## src/rtl/ceu_div_sequencer.sv

```systemverilog
// Batch divide sequencer: issues N_ELEM divisions against a common denominator, collects quotients.
// Optional WAIT timeout enabled by macro CEU_DIV_TIMEOUT_EN.
//
// state   | meaning
// S_IDLE  | waiting for start, operands latched on start
// S_ISSUE | div_valid high, operands for element idx presented
// S_WAIT  | waiting for div_finish for element idx
// S_DONE  | one-cycle done pulse, then back to S_IDLE
module ceu_div_sequencer #(
  parameter int DBL_WIDTH      = 64,
  parameter int N_ELEM         = 4,
  parameter int TIMEOUT_CYCLES = 256
) (
  input  logic                        clk,
  input  logic                        rst,
  input  logic                        start,
  input  logic [N_ELEM*DBL_WIDTH-1:0] num_vec,
  input  logic [DBL_WIDTH-1:0]        den,
  output logic                        div_valid,
  output logic [DBL_WIDTH-1:0]        div_numerator,
  output logic [DBL_WIDTH-1:0]        div_denominator,
  input  logic                        div_finish,
  input  logic [DBL_WIDTH-1:0]        div_quotient,
  output logic [N_ELEM*DBL_WIDTH-1:0] q_vec,
  output logic                        busy,
  output logic                        done,
  output logic                        err_timeout,
  output logic                        den_zero
);

  localparam int IDX_W = (N_ELEM > 1) ? $clog2(N_ELEM) : 1;
  localparam logic [IDX_W-1:0] IDX_LAST = IDX_W'(N_ELEM - 1);

  typedef enum logic [1:0] {S_IDLE, S_ISSUE, S_WAIT, S_DONE} state_t;

  state_t                      state;
  logic [N_ELEM*DBL_WIDTH-1:0] num_r;
  logic [DBL_WIDTH-1:0]        den_r;
  logic [IDX_W-1:0]            idx;

  // idx only moves on a finish, so the operands stay put for the whole request
  assign div_numerator   = num_r[int'(idx)*DBL_WIDTH +: DBL_WIDTH];
  assign div_denominator = den_r;

`ifdef CEU_DIV_TIMEOUT_EN
  localparam int TMO_W = (TIMEOUT_CYCLES > 1) ? $clog2(TIMEOUT_CYCLES) : 1;
  logic [TMO_W-1:0] tmo_cnt;
`else
  assign err_timeout = 1'b0;
`endif

  always_ff @(posedge clk) begin
    if (rst) begin
      state     <= S_IDLE;
      idx       <= '0;
      num_r     <= '0;
      den_r     <= '0;
      q_vec     <= '0;
      div_valid <= 1'b0;
      done      <= 1'b0;
      busy      <= 1'b0;
      den_zero  <= 1'b0;
`ifdef CEU_DIV_TIMEOUT_EN
      err_timeout <= 1'b0;
      tmo_cnt     <= '0;
`endif
    end else begin
      div_valid <= 1'b0;
      done      <= 1'b0;
      case (state)
        S_IDLE: begin
          if (start) begin
            num_r     <= num_vec;
            den_r     <= den;
            den_zero  <= (den[DBL_WIDTH-2:0] == '0);
            idx       <= '0;
            div_valid <= 1'b1;
            busy      <= 1'b1;
            state     <= S_ISSUE;
`ifdef CEU_DIV_TIMEOUT_EN
            err_timeout <= 1'b0;
`endif
          end
        end
        S_ISSUE: begin
          state <= S_WAIT;
`ifdef CEU_DIV_TIMEOUT_EN
          // down-counter reaches zero on the last permitted WAIT cycle
          tmo_cnt <= TMO_W'(TIMEOUT_CYCLES - 1);
`endif
        end
        S_WAIT: begin
          if (div_finish) begin
            q_vec[int'(idx)*DBL_WIDTH +: DBL_WIDTH] <= div_quotient;
            if (idx == IDX_LAST) begin
              done  <= 1'b1;
              busy  <= 1'b0;
              state <= S_DONE;
            end else begin
              idx       <= idx + 1'b1;
              div_valid <= 1'b1;
              state     <= S_ISSUE;
            end
          end
`ifdef CEU_DIV_TIMEOUT_EN
          else if (tmo_cnt == '0) begin
            err_timeout <= 1'b1;
            done        <= 1'b1;
            busy        <= 1'b0;
            state       <= S_DONE;
          end else begin
            tmo_cnt <= tmo_cnt - 1'b1;
          end
`endif
        end
        S_DONE: state <= S_IDLE;
        default: state <= S_IDLE;
      endcase
    end
  end

endmodule
```

## config.mk

```make
export PLATFORM = sky130hd
export DESIGN_NAME = ceu_div_sequencer
export DESIGN_NICKNAME = d
export VERILOG_FILES = /design/src/rtl/ceu_div_sequencer.sv
export SDC_FILE = /design/constraint.sdc
export NUM_CORES = 1
export LEC_CHECK = 0
export CAP_MARGIN = 40
export CORE_AREA = 2 2 300 302
export DETAILED_ROUTE_END_ITERATION = 6
export DIE_AREA = 0 0 302 304
export PLACE_DENSITY = 0.51
export SYNTH_ARGS = -nofsm -noshare
export SYNTH_HDL_FRONTEND = slang
export SYNTH_SLANG_ARGS = --single-unit
export TNS_END_PERCENT = 20
```

## constraint.sdc

```tcl
create_clock -name clk -period 3.15 [get_ports clk]
set_clock_uncertainty 0.15 [all_clocks]
set_input_delay 0.315 -clock clk [delete_from_list [all_inputs] [get_ports clk]]
set_output_delay 0.315 -clock clk [all_outputs]
set_load 0.01 [all_outputs]
```

## Yosys cells after proc, flatten, opt, wreduce, memory -nomap -nowiden

Index checks and enable logic that the tools add are counted.

- Add/subtract/negate cells: 2
- Equal/unequal tests: 8
- Shift operators: 3
- Muxes and demuxes: 18
- Bitwise gates (word level): 2
- Reductions and logical operators: 9

Operators by type and width:

| operator | number |
|---|---|
| 256-bit bitwise mux | 1 |
| 64-bit by 33-bit variable shift with 256-bit output (first input constant) | 1 |
| 256-bit by 9-bit variable part select with 64-bit output | 1 |
| 64-bit by 33-bit variable part select with 256-bit output | 1 |
| 63-bit logical NOT | 1 |
| 8-bit negation with 33-bit output | 1 |
| 2-bit two-way mux | 6 |
| 2-bit != test (second input constant) | 4 |
| 2-bit one-hot mux with 4 select lines | 1 |
| 4-bit AND reduction | 2 |
| 1-bit two-way mux | 7 |
| 2-bit == test (second input constant) | 3 |
| 2-bit AND reduction | 3 |
| 1-bit one-hot mux with 2 select lines | 2 |
| 2-bit one-hot mux with 2 select lines | 1 |
| 3-bit OR reduction | 1 |
| 2-bit by 1-bit adder with 2-bit output (second input constant) | 1 |
| 2-bit by 1-bit == test with 1-bit output (second input constant) | 1 |
| 2-bit logical NOT | 1 |
| 1-bit inverter | 2 |
| 2-bit nonzero test | 1 |

- Flip-flop bits (word level): 584
- Input bits: 388
- Word-level logic and storage cells: 51

## Longest topological paths before layout

- Depth after elaboration: 4
- Mapped depth: 12

## Worst setup path before layout

No wires, ideal clock.

- Path type: register to register
- From: register idx[1]
- To: register q_vec[100]
- Library setup time: 128 ps
- Arrival time: 2483 ps
- Required time: 2872 ps
- Setup slack: 389 ps
- Stages on the path, launching flop included: 12
- Path buffers: 5
- Period minus slack after synthesis: 2761 ps
- Cells stage by stage: dfxtp_1 > clkbuf_1 > buf_1 > inv_1 > ha_1 > and3b_1 > buf_2 > nor3b_2 > buf_4 > buf_4 > a22oi_1 > nor2_1

- Longest elaborated chain between the ends: 3
- Elaborated cells on any way between the ends: 4

RTL lines:

| what | RTL line | text |
|---|---|---|
| start: declaration | 39 | `logic [IDX_W-1:0] idx;` |
| start signal: assignment | 100 | `idx <= idx + 1'b1;` |
| 8-bit negation with 33-bit output (*) | 94 | `q_vec[int'(idx)*DBL_WIDTH +: DBL_WIDTH] <= div_quotient;` |
| 64-bit by 33-bit variable part select with 256-bit output or 64-bit by 33-bit variable shift with 256-bit output (tied branches) | 94 |  |
| 256-bit bitwise mux (*) | 94 |  |
| end signal: indexed assignment | 94 |  |
| end: declaration | 24 | `output logic [N_ELEM*DBL_WIDTH-1:0] q_vec,` |

Every way passes the cells marked *; elsewhere a longest branch is shown, timed or not.
A chain may end at the register's enable or synchronous reset.

## Final worst setup path

- From: register idx[0]
- To: output port div_numerator[7]

- Longest elaborated chain between the ends: 1

RTL lines:

| what | RTL line | text |
|---|---|---|
| 256-bit by 9-bit variable part select with 64-bit output | 42 | `assign div_numerator = num_r[int'(idx)*DBL_WIDTH +: DBL_WIDTH];` |
| end: declaration | 20 | `output logic [DBL_WIDTH-1:0] div_numerator,` |

No other way between the ends.

==> flow_summary_export.csv <==
group,metric,value,unit
logic_synthesis,avgSynthCellArea,8.50,µm²
grt,grt_pass1_wl,128,mm
logic_synthesis,syn-num-nets,2970,
logic_synthesis,synth.most_common_cell,"nand2_1",
grt,grt_use_total,18.2,%
clock_tree,cts.sinks,584,
sta,fin_tns_setup,0,ns
route,avgRoutedWirePerCell,19.5,µm
floorplan,start_util,24.6,%
sta,finalHoldViolCount,0,
route,drt_first_iter_violations,1198,
logic_synthesis,ys_top_cells_by_count,"805 x nand2_1, 584 x dfxtp_1, 485 x a21oi_1",
worst_hold_path,hold_class,"input port to register",
floorplan,row_count,110,
route,drt_wl_total,87.7,mm
sta,max_freq,0.341,GHz
power_and_ir_drop,ir_drop,430,µV
sta,tightest_slew,0.982,ns
clock_tree,clock-root-buffer,"clkbuf_16",
place,port_buffers,775,
clock_tree,htreeDepth,3,
sta,rsz0062_at_grt,"false",
grt,grt_pass1_vias,19800,
clock_tree,insertion_delay,0.61,ns
critical_path,arrival,2.47,ns
grt,overflow,0,
floorplan,fp.dieArea,91800,µm²
route,num_vias,20800,
critical_path,worstSetupPathType,"register to output pin",
sta,setup_violations,0,
logic_synthesis,syn_area,21900,µm²
critical_path,required,2.68,ns
finish,fillerInstances,9155,
grt,grt_max_degree,183,
logic_synthesis,ys.flop_type,"dfxtp_1",
sta,period_needed,2.93,ns
grt,gr-usage-met3,7.10,%
floorplan,core,89000,µm²
grt,antenna_found_initial,20,
sta,slew_headroom,34.6,%
place,place.gp.congestion,0.828,
clock_tree,clk_path_buf_depth,3,
sta,drv_slew,0,
place,dp_hpwl,61.4,mm
clock_tree,cts_tree,"yes",
route,route.detailed.drc,0,
finish,finalNetCount,3654,
logic_synthesis,synth_top_area_share,53.4,%
logic_synthesis,yosys.cell_types.count,31,
clock_tree,numCtsBuffers,70,
route,ant_nets,0,
logic_synthesis,synthesis.instances,2576,
floorplan,die_h,304,µm
logic_synthesis,async_reset_ff_share,0,%
logic_synthesis,synth_top_cells_by_area,"dfxtp_1 53%, nand2_1 14%, a21oi_1 11%",
floorplan,io_pins,777,
critical_path,critPathMaxFanout,14,
clock_tree,clk_transition_reported_paths,0.06,ns
status,outcome,"completed",
grt,busiest_layer,"met2",
clock_tree,cts_resized,0,
grt,grtUsageMet1,21.4,%
critical_path,start_kind,"register",
power_and_ir_drop,p_per_area,537,nW/µm²
logic_synthesis,synth-edff-count,0,
finish,syn_to_final_growth,52.1,%
route,vias_per_cell,4.62,
power_and_ir_drop,p_leak,11.5,nW
logic_synthesis,synth_warnings,0,
route,first_pass_iters,7,
logic_synthesis,ys_seq_elements,584,
finish,multi_input_area,9240,µm²
logic_synthesis,yosysSeqAreaShare,53.4,%
finish,regArea,11700,µm²
grt,grt_use_met2,30.0,%
logic_synthesis,yosys.area.top_type,"dfxtp_1",
sta,min_period_over_period,93.2,%
sta,hold_ws,0.0975,ns
flow_run,cap_viol_max_count,0,
finish,layout-drive-gt1-share,7.43,%
critical_path,end_kind,"output pin",
floorplan,die_x,302,µm
[layer usage]
metal	vias up	wire length (µm)
li1	10100	-
met4	26	2620
met3	146	8860
met1	9768	34900
met2	727	41200
met5	-	158
[cell type report]
cell class / instances / share of cell area (%)
clock buffers: 103 / 6.24
inverters: 3 / 0.0338
repair buffers: 837 / 25.8
well taps: 1176 / 4.42
multi-input cells: 1764 / 27.8
flip-flops and latches: 584 / 35.1
clock inverters: 19 / 0.541
diodes: 5 / 0.0376
[what timing repair did]
action,in CTS,in global routing
hold buffers,1,0
endpoints found under the setup margin,45,0
setup buffers,3,0
endpoints found under the hold margin,49,0
[placed cells by master (no fill, tap or decap), types with 3 or more instances in the layout]
cell type,n
nand3_1,162
a21oi_1,485
buf_12,29
nand2_1,802
inv_1,3
clkbuf_8,16
mux4_2,64
clkinv_2,11
clkbuf_1,15
nor3b_4,3
nor3_1,3
nor2_1,100
a22oi_1,96
nand3b_1,3
ha_1,6
diode_2,5
nand4_1,3
buf_4,31
clkdlybuf4s50_1,774
clkbuf_16,72
nor4_1,16
dfxtp_1,582
[power by group]
group          total [mW]  internal [mW]  switching, mW
combinational        2.05           1.04           1.01
sequential           7.85           7.69          0.160
clock                7.98           4.73           3.25
[worst max-delay path, cell delays in order (launching register included)]
cell and delay [ns]:
dfxtp_4 0.42, buf_12 0.20, buf_12 0.17, mux4_2 0.50, clkdlybuf4s50_1 0.55
[sequential cells by signal (all words and copies together) (netlist names)]
| name | count |
|---|---|
| div_valid | 1 |
| num_r | 256 |
| idx | 2 |
| state | 2 |
| done | 1 |
| div_denominator | 64 |
| den_zero | 1 |
| busy | 1 |
| q_vec | 256 |
[kinds of logic after synthesis]
logic type,synth area share (%)
buf+inv,4.53
other cells,0.0171
mux,6.63
flops,53.4
simple gates,20.6
compound gates,14.5
fa+ha+maj,0.343
[path summary, 6_finish.rpt]
| path | startpoint | endpoint | slack [ns] | cells after the start |
|---|---|---|---|---|
| worst min register to register | q_vec[130] | q_vec[130] | 0.30 | 2 |
| worst max-delay path | idx[0] | div_numerator[7] | 0.22 | 4 |
| worst max register to register | idx[0] | q_vec[64] | 0.57 | 9 |
| worst min-delay path | num_vec[194] | num_r[194] | 0.1 | 3 |
[per-stage QoR]
stage	area [µm²]	setup WS [ns]	instances	power (mW)	utilization, %
after floorplan	21900	0.389	2576	8.83	-
after global placement	31000	0.510	4360	10.1	34.8
after detailed placement	31000	0.494	4360	10.1	34.8
after CTS	33300	0.150	4486	18.2	37.4
after global routing	33300	0.115	4487	18.7	37.4
final	33300	0.216	4491	17.9	37.4
Power figures use the tool's default switching activity.
